## config.mk

```make
export PLATFORM = sky130hd
export DESIGN_NAME = dffre_write_arbiter
export DESIGN_NICKNAME = d
export VERILOG_FILES = /design/src/rtl/dffre_write_arbiter.sv
export SDC_FILE = /design/constraint.sdc
export NUM_CORES = 1
export LEC_CHECK = 0
export BUFFER_PORTS_ARGS = -buffer_cell sky130_fd_sc_hd__buf_4
export CELL_PAD_IN_SITES_DETAIL_PLACEMENT = 0
export CELL_PAD_IN_SITES_GLOBAL_PLACEMENT = 2
export CORE_ASPECT_RATIO = 1.75
export CORE_MARGIN = 2
export CORE_UTILIZATION = 25
export CTS_CLUSTER_SIZE = 14
export DETAILED_ROUTE_END_ITERATION = 6
export GPL_ROUTABILITY_DRIVEN = 1
export PLACE_DENSITY = 0.88
export SYNTH_ARGS = -nofsm -noshare
export SYNTH_HDL_FRONTEND = slang
export SYNTH_SLANG_ARGS = --single-unit
```

## constraint.sdc

```tcl
create_clock -name clk -period 3.6 [get_ports clk]
set_input_delay 1.08 -clock clk [delete_from_list [all_inputs] [get_ports clk]]
set_output_delay 1.08 -clock clk [all_outputs]
set_load 0.1 [all_outputs]
```

## src/rtl/dffre_write_arbiter.sv

```systemverilog
// rtl/dffre_write_arbiter.sv - round-robin write arbiter for a shared enable-gated register
// Optional owner lock is compiled in with DFFRE_ARB_LOCK_EN.
module dffre_write_arbiter #(
  parameter int NREQ  = 4,
  parameter int WIDTH = 8
) (
  input  logic                    clk,
  input  logic                    i_Reset,
  input  logic [NREQ-1:0]         i_Req,
  input  logic [NREQ*WIDTH-1:0]   i_Data,
  input  logic [NREQ-1:0]         i_Lock,
  output logic [NREQ-1:0]         o_Grant,
  output logic                    o_Enable,
  output logic [WIDTH-1:0]        o_Q,
  output logic [$clog2(NREQ)-1:0] o_Owner,
  output logic                    o_Locked
);

  localparam int IW = $clog2(NREQ);
  localparam logic [NREQ-1:0] ONE = NREQ'(1);

  typedef enum logic [1:0] {IDLE, GRANT, LOCKED} state_t;

  state_t          state;
  logic [IW-1:0]   ptr;
  logic [NREQ-1:0] eff;
  logic            found;
  logic [IW-1:0]   win;
  logic [IW-1:0]   idx;

  // The requester granted this cycle is masked so one port cannot take back-to-back writes.
  always_comb begin
    eff   = i_Req & ~o_Grant;
    found = 1'b0;
    win   = ptr;
    idx   = '0;
    for (int i = 1; i <= NREQ; i++) begin
      idx = IW'((int'(ptr) + i) % NREQ);
      if (!found && eff[idx]) begin
        found = 1'b1;
        win   = idx;
      end
    end
  end

`ifdef DFFRE_ARB_LOCK_EN
  logic lock_hold;
  assign lock_hold = (state != IDLE) && i_Lock[o_Owner];
`else
  logic unused_lock;
  assign unused_lock = ^i_Lock;
`endif

  always_ff @(posedge clk) begin
    if (i_Reset) begin
      o_Grant  <= '0;
      o_Enable <= 1'b0;
      o_Q      <= '0;
      o_Owner  <= '0;
      o_Locked <= 1'b0;
      ptr      <= IW'(NREQ - 1);
      state    <= IDLE;
    end else begin
`ifdef DFFRE_ARB_LOCK_EN
      if (lock_hold) begin
        // Owner keeps exclusive, unmasked access for as long as it holds its lock.
        state    <= LOCKED;
        o_Locked <= 1'b1;
        ptr      <= o_Owner;
        if (i_Req[o_Owner]) begin
          o_Q      <= i_Data[o_Owner*WIDTH +: WIDTH];
          o_Grant  <= ONE << o_Owner;
          o_Enable <= 1'b1;
        end else begin
          o_Grant  <= '0;
          o_Enable <= 1'b0;
        end
      end else
`endif
      if (found) begin
        o_Q      <= i_Data[win*WIDTH +: WIDTH];
        o_Grant  <= ONE << win;
        o_Enable <= 1'b1;
        o_Owner  <= win;
        ptr      <= win;
        o_Locked <= 1'b0;
        state    <= GRANT;
      end else begin
        o_Grant  <= '0;
        o_Enable <= 1'b0;
        o_Locked <= 1'b0;
        state    <= IDLE;
      end
    end
  end

endmodule
```

* Word level (Yosys, flattened, before mapping)
Cells that the tools add are included.
** Storage, ports and cells
- Register bits after elaboration :: 17
- Latch bits :: 0
- RAM bits :: 0
- Bits in read-only memories :: 0
- Bits of input ports :: 42
- Word-level logic and storage cells :: 42
- Memories kept :: 0
** Operators by class
- $add $sub $neg :: 4
- Multiply operators :: 0
- Divide/modulo/power cells :: 0
- Order comparisons :: 4
- Eq/ne operators :: 0
- Shift-type cells :: 2
- Multiplexer cells :: 17
- Bitwise gates (word level) :: 3
- Reductions and logical operators :: 7
** Operator list (count)
- $shiftx A32 B6 Y8 :: 1
- $lt A2 B3 Y1 const B :: 4
- $mux W1 :: 9
- $bmux W1 S2 :: 4
- $mux W2 :: 4
- $add A2 B1 Y2 const B :: 2
- $add A2 B2 Y2 const B :: 2
- $and A4 B4 Y4 :: 1
- $not A4 Y4 :: 1
- $shl A1 B2 Y4 const A :: 1
- $logic_and A1 B1 Y1 :: 3
- $logic_not A1 Y1 :: 3
- $reduce_or A2 Y1 :: 1
- $not A1 Y1 :: 1

* Longest topological paths before layout
- Word-level depth :: 16
- Depth in mapped cells :: 7

* Worst setup path before layout
OpenSTA, ideal clock, no wires.
- Path type :: register to register
- Start :: register o_Grant[0]
- End :: register o_Q[1]
- Arrival time :: 2.232 ns
- Slack :: 1.235 ns
- Cell stages (with the launch flop) :: 6
- Path buffers :: 0
- Cells stage by stage :: dfxtp_1 nand2b_4 and2_1 mux2_2 a31oi_4 o221ai_2
** Between the ends
- Word-level cells in the longest chain between the ends :: 15
** Ends and longest elaborated chain
- from (decl) :: RTL line 12 : output logic [NREQ-1:0] o_Grant,
- from (signal assigned) :: RTL line 82 : o_Grant <= ONE << win;
- $not A4 Y4 (*) :: RTL line 33 : eff = i_Req & ~o_Grant;
- $and A4 B4 Y4 (*) :: RTL line 33
- $bmux W1 S2 :: RTL line 39 : if (!found && eff[idx]) begin
- $mux W1 (implied by the code) :: RTL line 39
- $mux W1 :: RTL line 39
- $logic_not A1 Y1 :: RTL line 39
- $logic_and A1 B1 Y1 :: RTL line 39
- $mux W1 :: RTL line 39
- $logic_not A1 Y1 :: RTL line 39
- $logic_and A1 B1 Y1 :: RTL line 39
- $mux W1 :: RTL line 39
- $logic_not A1 Y1 :: RTL line 39
- $logic_and A1 B1 Y1 :: RTL line 39
- $mux W2 :: RTL line 39
- $shiftx A32 B6 Y8 :: RTL line 81 : o_Q <= i_Data[win*WIDTH +: WIDTH];
- to (signal assigned) :: RTL line 81
- to (decl) :: RTL line 14 : output logic [WIDTH-1:0] o_Q,
Mark *: on every way between the ends. The rest lies on a longest branch, timed or not. The select of a mux whose other input is x is not followed.
A chain may end at the register's enable or synchronous reset.

* Worst setup path in the final report
- Start :: input port i_Req[3]
- End :: register o_Q[1]
** Between the ends
- Word-level cells in the longest chain between the ends :: 14
** Ends and longest elaborated chain
- from (decl) :: RTL line 9 : input logic [NREQ-1:0] i_Req,
- $and A4 B4 Y4 (*) :: RTL line 33
- $bmux W1 S2 :: RTL line 39
- $mux W1 (implied by the code) :: RTL line 39
- $mux W1 :: RTL line 39
- $logic_not A1 Y1 :: RTL line 39
- $logic_and A1 B1 Y1 :: RTL line 39
- $mux W1 :: RTL line 39
- $logic_not A1 Y1 :: RTL line 39
- $logic_and A1 B1 Y1 :: RTL line 39
- $mux W1 :: RTL line 39
- $logic_not A1 Y1 :: RTL line 39
- $logic_and A1 B1 Y1 :: RTL line 39
- $mux W2 :: RTL line 39
- $shiftx A32 B6 Y8 :: RTL line 81
Marked as above.

==> results.md <==
- Crit Path Class: input pin to flip-flop
- VDD IR max: 0.299 mV
- Most common cell in the netlist: dfxtp_1
- Max-slew headroom at the worst pin: 0.612
- WL per Instance: 12.7 um
- Ports: 58
- Resize count post-CTS: 0
- Ant. Diodes: 0
- CTS max path bufs: 2
- Final TNS setup: 0 ps
- Power Dens Cells: 691 nW/um^2
- Sinks on Clock Net: 17
- CP Launch Point: i_Req[3]
- Die footprint: 4390 um^2
- Clk slew on worst S/H paths: 70 ps
- Synth Flop Type: dfxtp_1
- Total power: 978 uW
- Wirelength, routed: 2400 um
- Syn_area_per_cell: 10.6 um^2
- Hold_sp: o_Q[5]
- Pre-antenna DRT Iters: 4
- Status: complete, no violations
- Starting DRT DRC Count: 12
- M3 GR Usage: 0.00697
- Routability Congestion: 0.816
- Async S/R FF share, synth: 0
- Die width: 50.9 um
- Final Hold Vio Count: 0
- Top-area cell type share of the netlist area: 0.353
- Gr busiest metal: met2
- Leading area contributor after synthesis: dfxtp_1
- Multi-input gate area: 566 um^2
- # setup viols final: 0
- Met1 GRT Util: 0.125
- CP arrival: 2550 ps
- Number of H-tree levels: 1
- Yosys reg bits: 17
- Setup ws final: 1170 ps
- Tmin final: 2430 ps
- Remaining Overflow, GRT: 0
- Share of cells above drive strength 1: 0.510
- RSZ-0062 raised after global routing: false
- Fin. max-slew vios: 0
- Residual DRC: 0
- TritonCTS clock tree: built
- Reg2reg setup slack: 1730 ps
- Vias in the first global route: 889
- Worst r2r src: ptr[1]
- Skew final: 4.57 ps
- Synth warn: 0
- Leak: 0.000653 uW
- First-pass GRT wire length: 3970 um
- Placement row count: 29
- Mapped Area: 963 um^2
- Post-Layout Inst Area: 1420 um^2
- Syn Inst Count: 91
- Max-cap viol count: 0
- Die H: 86.1 um
- Critical Path RT: 3720 ps
- Critical Path Source Type: input pin
- Num CTS Buffers: 3
- Dpl hpwl: 1930 um
- Post-route ant nets: 0
- Crit-path max FO: 9
- Total track usage: 0.120
- Setup bufs post-CTS: 0
- Largest net degree at the start of global routing: 23
- Synth cell count leaders: dfxtp_1 (17), mux2i_1 (16), nand2_1 (10)
- Period utilization: 0.674
- Worst-Skew Late Latency: 250 ps
- Hold_buf cts: 0
- Initial Util: 0.263
- Placed inst area: 1370 um^2
- Drt via density: 4.62
- Reg area: 340 um^2
- Post-synth cell types: 30
- Vias: 873
- Syn_nets: 133
- Min-delay worst type: flip-flop to flip-flop
- Fin util: 0.386
- Port Buffer Count: 52
- EDFF count, synth: 0
- Max Fclk: 0.412 GHz
- Top cells by area, synth: dfxtp_1 (35%), mux2i_1 (17%), o221ai_2 (12%), nand2_1 (3.9%), nor2_1 (3.1%)
- Sequential share of the synthesized area: 0.353
- Area Overhead vs Synth: 46.9%
- Nets: 186
- Worst Tran Pin Value: 579 ps
- Initial antenna violation count: 0
- Core Area: 3660 um^2
- Layout filler cell count: 384
- GR Util met2: 0.220
- Root Driver: clkbuf_8
- Pre-CTS setup slack: 918 ps
- Worst Setup End Kind: flip-flop
-- cell type report --
type,count,share of cell area
Tap cell,46,0.0407
Sequential cell,17,0.240
Clock buffer,3,0.0292
Multi-Input combinational cell,67,0.400
Clock inverter,1,0.00354
Timing Repair Buffer,53,0.281
Inverter,2,0.00531
-- per-layer routing --
layer | vias up | wire (um)
li1 | 438 | -
met1 | 397 | 891
met2 | 34 | 1320
met3 | 4 | 120
met4 | 0 | 72
met5 | - | 0
-- registers in the layout, summed over array words and instances, names as in the netlist --
| name | count |
|---|---|
| o_Q | 8 |
| ptr | 2 |
| o_Grant | 4 |
| o_Owner | 2 |
| o_Enable | 1 |
-- cells in the final DEF (no fill, tap or decap), types with 2 or more instances in the layout --
| cell | instances |
|---|---|
| nor2_1 | 8 |
| and2_1 | 2 |
| o221ai_2 | 8 |
| mux2i_1 | 16 |
| nor3_1 | 2 |
| clkbuf_8 | 3 |
| nand2b_1 | 2 |
| buf_4 | 53 |
| nand2_1 | 10 |
| dfxtp_1 | 17 |
| o2bb2ai_1 | 2 |
| nand2b_4 | 2 |
| or3_1 | 2 |
-- power by group --
part / leakage [uW] / internal [uW] / switching (uW) / total, uW
Sequential: 0.000141 / 231 / 29.3 / 260
Combinational: 0.000487 / 168 / 409 / 577
Clock: 0.0000255 / 76.6 / 63.9 / 140
Total: 0.000653 / 475 / 503 / 978
-- path summary, 6_finish.rpt --
path                  to  cells after the start
setup / recovery  o_Q[1]                      6
hold / removal    o_Q[5]                      2
setup reg to reg  o_Q[5]                      6
hold reg to reg   o_Q[5]                      2
-- metrics by stage --
step,hold slack (ps),instances
global route,498,189
detailed placement,456,185
finish,473,189
global placement,453,185
floorplan,619,91
CTS,482,189
-- worst max-delay path, cell delays in order --
cell and delay [ps]:
buf_4 110, nand2b_1 170, nand4_1 290, a21oi_1 250, or3_1 480, o221ai_2 170
-- cells by family after synthesis --
| logic type | synth area share |
|---|---|
| buf+inv | 0.0597 |
| other cells | 0.00389 |
| flops | 0.353 |
| mux | 0.178 |
| compound gates | 0.225 |
| simple gates | 0.181 |
Power figures use the tool's default switching activity.
